$ cat src/rtl/cmu_sched.sv
// Shares one cmu packet allocator between NUM_PORTS round-robin ingress requesters
// and a single egress free path that walks and returns linked block chains.
module cmu_sched #(
    parameter int unsigned NUM_PORTS = 4,
    parameter int unsigned LEN_W     = 6,
    parameter int unsigned ADDR_W    = 10,
    parameter int unsigned FREE_INIT = 63,
    parameter int unsigned BLK_GAP   = 4,
    parameter int unsigned RD_LAT    = 2
) (
    input  logic                        clk,
    input  logic                        rst_n,
    input  logic [NUM_PORTS-1:0]        req,
    input  logic [NUM_PORTS*LEN_W-1:0]  req_len,
    output logic [NUM_PORTS-1:0]        grant,
    output logic                        done,
    output logic [ADDR_W-1:0]           done_addr,
    input  logic                        free_req,
    input  logic [ADDR_W-1:0]           free_addr,
    output logic                        free_ack,
    output logic [LEN_W-1:0]            free_count,
    output logic                        cmu_wen,
    output logic [LEN_W-1:0]            cmu_len,
    output logic                        cmu_free_en,
    output logic [ADDR_W-1:0]           cmu_raddr,
    input  logic [ADDR_W-1:0]           cmu_packet_addr,
    input  logic [ADDR_W-1:0]           cmu_next_read
);
    localparam int unsigned PORT_W  = (NUM_PORTS > 1) ? $clog2(NUM_PORTS) : 1;
    localparam int unsigned CNT_MAX = (BLK_GAP > RD_LAT) ? BLK_GAP : RD_LAT;
    localparam int unsigned CNT_W   = $clog2(CNT_MAX + 1);

    typedef enum logic [2:0] {
        IDLE, ALLOC, ALLOC_GAP, DONE, FREE_RD, FREE_WAIT, FREE_ACK
    } state_e;

    state_e                state_q, state_d;
    logic [PORT_W-1:0]     rr_q, rr_d;
    logic [LEN_W-1:0]      rem_q, rem_d;
    logic [ADDR_W-1:0]     head_q, head_d;
    logic                  first_q, first_d;
    logic [CNT_W-1:0]      cnt_q, cnt_d;
    logic [NUM_PORTS-1:0]  grant_q, grant_d;
    logic                  done_q, done_d;
    logic [ADDR_W-1:0]     done_addr_q, done_addr_d;
    logic                  free_ack_q, free_ack_d;
    logic [LEN_W-1:0]      free_count_q, free_count_d;
    logic                  cmu_wen_q, cmu_wen_d;
    logic [LEN_W-1:0]      cmu_len_q, cmu_len_d;
    logic                  cmu_free_en_q, cmu_free_en_d;
    logic [ADDR_W-1:0]     cmu_raddr_q, cmu_raddr_d;

    logic [LEN_W-1:0]      len_a [NUM_PORTS];
    logic [NUM_PORTS-1:0]  elig;
    logic                  pick_found;
    logic [PORT_W-1:0]     pick_idx;

    function automatic logic [PORT_W-1:0] wrap_idx(input logic [31:0] v);
        return PORT_W'(v % NUM_PORTS);
    endfunction

    // Round-robin pick of the first port whose request fits in the free pool.
    always_comb begin
        pick_found = 1'b0;
        pick_idx   = '0;
        for (int unsigned i = 0; i < NUM_PORTS; i++) begin
            len_a[i] = req_len[i*LEN_W +: LEN_W];
            elig[i]  = req[i] && (len_a[i] != '0) && (len_a[i] <= free_count_q);
        end
        for (int unsigned k = 0; k < NUM_PORTS; k++) begin
            if (!pick_found && elig[wrap_idx(32'(rr_q) + k)]) begin
                pick_found = 1'b1;
                pick_idx   = wrap_idx(32'(rr_q) + k);
            end
        end
    end

    // Next-state logic; strobes are computed one cycle early so they register into the target state.
    always_comb begin
        state_d       = state_q;
        rr_d          = rr_q;
        rem_d         = rem_q;
        head_d        = head_q;
        first_d       = first_q;
        cnt_d         = '0;
        grant_d       = grant_q;
        done_d        = 1'b0;
        done_addr_d   = done_addr_q;
        free_ack_d    = 1'b0;
        free_count_d  = free_count_q;
        cmu_wen_d     = 1'b0;
        cmu_len_d     = '0;
        cmu_free_en_d = 1'b0;
        cmu_raddr_d   = cmu_raddr_q;

        case (state_q)
            IDLE: begin
                if (free_req) begin
                    state_d       = FREE_RD;
                    cmu_free_en_d = 1'b1;
                    cmu_raddr_d   = free_addr;
                end else if (pick_found) begin
                    state_d   = ALLOC;
                    grant_d   = NUM_PORTS'(1) << pick_idx;
                    rr_d      = wrap_idx(32'(pick_idx) + 32'd1);
                    rem_d     = len_a[pick_idx];
                    first_d   = 1'b1;
                    cmu_wen_d = 1'b1;
                    cmu_len_d = len_a[pick_idx];
                end
            end
            ALLOC: begin
                if (first_q) begin
                    head_d = cmu_packet_addr;
                end
                first_d = 1'b0;
                if (free_count_q != '0) begin
                    free_count_d = free_count_q - LEN_W'(1);
                end
                if (rem_q != '0) begin
                    rem_d = rem_q - LEN_W'(1);
                end
                state_d = ALLOC_GAP;
            end
            ALLOC_GAP: begin
                cnt_d = cnt_q + CNT_W'(1);
                if (cnt_q == CNT_W'(BLK_GAP - 2)) begin
                    cnt_d = '0;
                    if (rem_q != '0) begin
                        state_d   = ALLOC;
                        cmu_wen_d = 1'b1;
                        cmu_len_d = rem_q;
                    end else begin
                        state_d     = DONE;
                        done_d      = 1'b1;
                        done_addr_d = head_q;
                    end
                end
            end
            DONE: begin
                grant_d = '0;
                state_d = IDLE;
            end
            FREE_RD: begin
                if (free_count_q < LEN_W'(FREE_INIT)) begin
                    free_count_d = free_count_q + LEN_W'(1);
                end
                state_d = FREE_WAIT;
            end
            FREE_WAIT: begin
                // cmu_raddr_q doubles as the walk register while the link read settles.
                cnt_d = cnt_q + CNT_W'(1);
                if (cnt_q == CNT_W'(RD_LAT - 1)) begin
                    cnt_d = '0;
                    if (cmu_next_read == '0) begin
                        state_d    = FREE_ACK;
                        free_ack_d = 1'b1;
                    end else begin
                        state_d       = FREE_RD;
                        cmu_free_en_d = 1'b1;
                        cmu_raddr_d   = cmu_next_read;
                    end
                end
            end
            FREE_ACK: begin
                state_d = IDLE;
            end
            default: begin
                state_d = IDLE;
            end
        endcase
    end

    always_ff @(posedge clk or negedge rst_n) begin
        if (!rst_n) begin
            state_q       <= IDLE;
            rr_q          <= '0;
            rem_q         <= '0;
            head_q        <= '0;
            first_q       <= 1'b0;
            cnt_q         <= '0;
            grant_q       <= '0;
            done_q        <= 1'b0;
            done_addr_q   <= '0;
            free_ack_q    <= 1'b0;
            free_count_q  <= LEN_W'(FREE_INIT);
            cmu_wen_q     <= 1'b0;
            cmu_len_q     <= '0;
            cmu_free_en_q <= 1'b0;
            cmu_raddr_q   <= '0;
        end else begin
            state_q       <= state_d;
            rr_q          <= rr_d;
            rem_q         <= rem_d;
            head_q        <= head_d;
            first_q       <= first_d;
            cnt_q         <= cnt_d;
            grant_q       <= grant_d;
            done_q        <= done_d;
            done_addr_q   <= done_addr_d;
            free_ack_q    <= free_ack_d;
            free_count_q  <= free_count_d;
            cmu_wen_q     <= cmu_wen_d;
            cmu_len_q     <= cmu_len_d;
            cmu_free_en_q <= cmu_free_en_d;
            cmu_raddr_q   <= cmu_raddr_d;
        end
    end

    assign grant       = grant_q;
    assign done        = done_q;
    assign done_addr   = done_addr_q;
    assign free_ack    = free_ack_q;
    assign free_count  = free_count_q;
    assign cmu_wen     = cmu_wen_q;
    assign cmu_len     = cmu_len_q;
    assign cmu_free_en = cmu_free_en_q;
    assign cmu_raddr   = cmu_raddr_q;
endmodule

$ cat config.mk
export PLATFORM = sky130hd
export DESIGN_NAME = cmu_sched
export DESIGN_NICKNAME = d
export VERILOG_FILES = /design/src/rtl/cmu_sched.sv
export SDC_FILE = /design/constraint.sdc
export NUM_CORES = 1
export LEC_CHECK = 0
export ABC_AREA = 1
export BUFFER_PORTS_ARGS = -buffer_cell sky130_fd_sc_hd__buf_4
export CAP_MARGIN = 20
export CORE_AREA = 3 3 83 116
export DETAILED_ROUTE_END_ITERATION = 10
export DIE_AREA = 0 0 86 119
export PLACE_DENSITY_LB_ADDON = 0.12
export REMOVE_ABC_BUFFERS = 1
export SLEW_MARGIN = 20
export SYNTH_ARGS = -nofsm -noshare
export SYNTH_HDL_FRONTEND = slang
export SYNTH_SLANG_ARGS = --single-unit
$ cat constraint.sdc
create_clock -name clk -period 3.2 [get_ports clk]
set_input_delay 0.64 -clock clk [delete_from_list [all_inputs] [get_ports clk]]
set_output_delay 0.64 -clock clk [all_outputs]
set_load 0.005 [all_outputs]
==> flow_summary.ini <==
[status]
status = complete, no violations

[setup_path]
cp_max_fo = 8
required_ns = 3.44
endpoint_kind = flip-flop
cp_slowest_stage_delay_ns = 0.55
crit_slowest_cell = dfstp_2
start_kind = flip-flop
crit_chain = inv_1, ha_1, nand2_1, nor2_2, nand2_1, nand3_1, nand2_1, nand3_1, nand3_1, nand2_4, nand2_2, nor2_1, nand3_1, nand3_1, ha_1, o21ai_0
worst_path_dominant_cell_family = simple AND/OR/NAND/NOR gates
critPathArrivalTime_ns = 3.15
path_buf_inv = 1
crit_top_cell = nand3_1
regToRegSetupSlack_ns = 0.29
path_class = flip-flop to flip-flop

[synth]
synth_seq_cells = 65
ys_warn_count = 0
synthFlopType = dfrtp_1
synth_area_leaders = dfrtp_1, nand2_1, ha_1
syn_inst = 592
seq_area_frac_synth_pct = 37.4
synth_top_area_share_pct = 33.8
synth.distinct_cells = 33
synth_area_per_cell_sq_um = 7.38
async_reset_ff_share_pct = 100
yosysTopAreaCell = dfrtp_1
synth_area_sq_um = 4370
synth_edf_count = 0

[sta]
rsz0062_at_grt = false
max_freq_mhz = 344
relSlewSlack_pct = 47.6
tightestPinTransition_ns = 0.786
final-max-slew-violation-count = 0
post-route-min-period_ns = 2.91
finalSetupViolCount = 0
setup_tns_ns = 0
hold_violations = 0
period_share_pct = 90.9
fin_skew_ns = 0.00441

[flow_run]
maxCapViolations = 0

[pwr]
intPower_mw = 3.25
p_clk_share_pct = 19.2
power.switching_mw = 2.65
p_seq_share_pct = 23.9
peakVddDrop_mv = 0.642
switching_share_pct = 44.9
leakage_nw = 3.00
p_per_area_nw_per_um2 = 1060
pwr-share-comb_pct = 56.9

[final_layout]
syn2layout_area_growth_pct = 27.8
final_common_cell = nand2_1
fin_cells = 806
diodes = 0
finalNetCount = 791
layout_common_cells = nand2_1, buf_4, inv_1, dfrtp_1, nand3_1
fillers = 778
drive_gt1_share_pct = 24.3

[clock_network]
cts_tree = built
clkSlewWorstSetupHoldPaths_ns = 0.06
cts-root-buf = clkbuf_16
cts_max_path_buffers = 2
cts_buffers = 9
postCtsHoldBufs = 0
cts.htree.levels = 3
clock_latency_ns = 0.33
clkSinkCount = 65

[detailed_routing]
postRouteAntennaNets = 0
wl_um = 10900
dr.first_iter.drc_count = 195
drcViolationCount = 0
avgRoutedWirePerCell_um = 13.5
vias_per_cell = 5.13
drt_pre_antenna_iters = 5
vias = 4137

[grt]
grt_pass1_wl_um = 18300
grt_usage_pct = 22.4
grt_antenna_before_repair = 0
overflow = 0
grt_pass1_vias = 4023
grt_max_degree = 66

[place]
gp_congestion = 0.908
placed_cells = 790
io_buffer_count = 100
dp_hpwl_um = 8650

[min_path]
hp-class = input port to asynchronous set/reset pin

[floorplanning]
std_cell_rows = 40
io_pins = 101
initial_core_util_pct = 50.5
core_sq_um = 8660
die_w_um = 86
die-area_sq_um = 10200
die_h_um = 119
==> metrics by stage <==
step	power, mW	setup slack, ns	hold WS [ns]	util [%]	instance area [sq um]
after floorplan	3.71	0.461	0.344	-	4290
after global placement	4.68	0.151	0.458	60.4	5230
after detailed placement	4.77	0.00176	0.473	60.4	5230
after CTS	5.93	0.0512	0.424	64.4	5580
after global routing	6.50	0.0311	0.465	64.5	5590
final	5.90	0.291	0.397	64.5	5590
==> power groups by stage <==
| stage | Combinational (mW) | Sequential [mW] | Clock [mW] |
|---|---|---|---|
| after floorplan | 2.32 | 1.40 | 0 |
| after global placement | 3.26 | 1.41 | 0 |
| after detailed placement | 3.35 | 1.42 | 0 |
| after CTS | 3.36 | 1.41 | 1.16 |
| after global routing | 3.85 | 1.45 | 1.20 |
| final | 3.35 | 1.41 | 1.13 |
==> what timing repair did <==
item,CTS,global route
endpoints found under the setup margin,0,8
gates resized for setup,0,2
setup buffers,0,0
==> synth_stat cells, types with 2 or more instances <==
cell	instances
nor2_4	3
dfstp_2	6
nand2_1	155
buf_4	3
o21ai_1	7
clkbuf_1	8
nor2_1	54
a21oi_1	26
xor2_1	3
nor2_2	3
nand3_1	56
dfrtp_1	59
nand2_4	2
nor4_1	4
inv_2	6
a21oi_2	3
o21ai_0	23
nand2_2	10
nand4_1	5
xnor2_1	4
nand3b_1	4
ha_1	33
a31oi_1	13
nand3_2	9
inv_1	84
buf_6	2
==> routing by layer <==
layer  GRT usage (%)  share of wire, %
met1            26.7                41
met2            37.8                49
met3            4.64               7.2
met4            10.6               3.0
met5               0                 0
==> worst paths after layout <==
path	start	end	depth (start not counted)
min reg2reg	cnt_q[0]	cnt_q[0]	1
max reg2reg	free_count[5]	rr_q[1]	16
max in group asynchronous	rst_n	state_q[2]	1
max	free_count[5]	rr_q[1]	16
min in group clk	cnt_q[0]	cnt_q[0]	1
min	rst_n	done_addr[4]	1
==> registers in the layout, summed over array words and instances, names as in the netlist, 2 cells and up <==
| name | cells |
|---|---|
| cmu_raddr | 10 |
| free_count | 6 |
| done_addr | 10 |
| cmu_len | 6 |
| rr_q | 2 |
| state_q | 3 |
| head_q | 10 |
| grant | 4 |
| rem_q | 6 |
| cnt_q | 3 |
==> kinds of logic after synthesis <==
family          synth area share (%)
fa+ha+maj                       9.90
simple gates                    32.3
buf+inv                         9.56
flops                           37.4
xor+xnor                        1.77
compound gates                  9.07
==> layout make-up <==
class	instances	area (sq um)	area share (%)
sequential	65	1630	29.2
clock inverter	6	114	2.04
tap	105	131	2.35
inverter	90	338	6.05
clock buffer	10	239	4.28
multi-input combinational	423	2330	41.7
timing repair buffer	107	803	14.4
(Power assumes the default switching activity.)
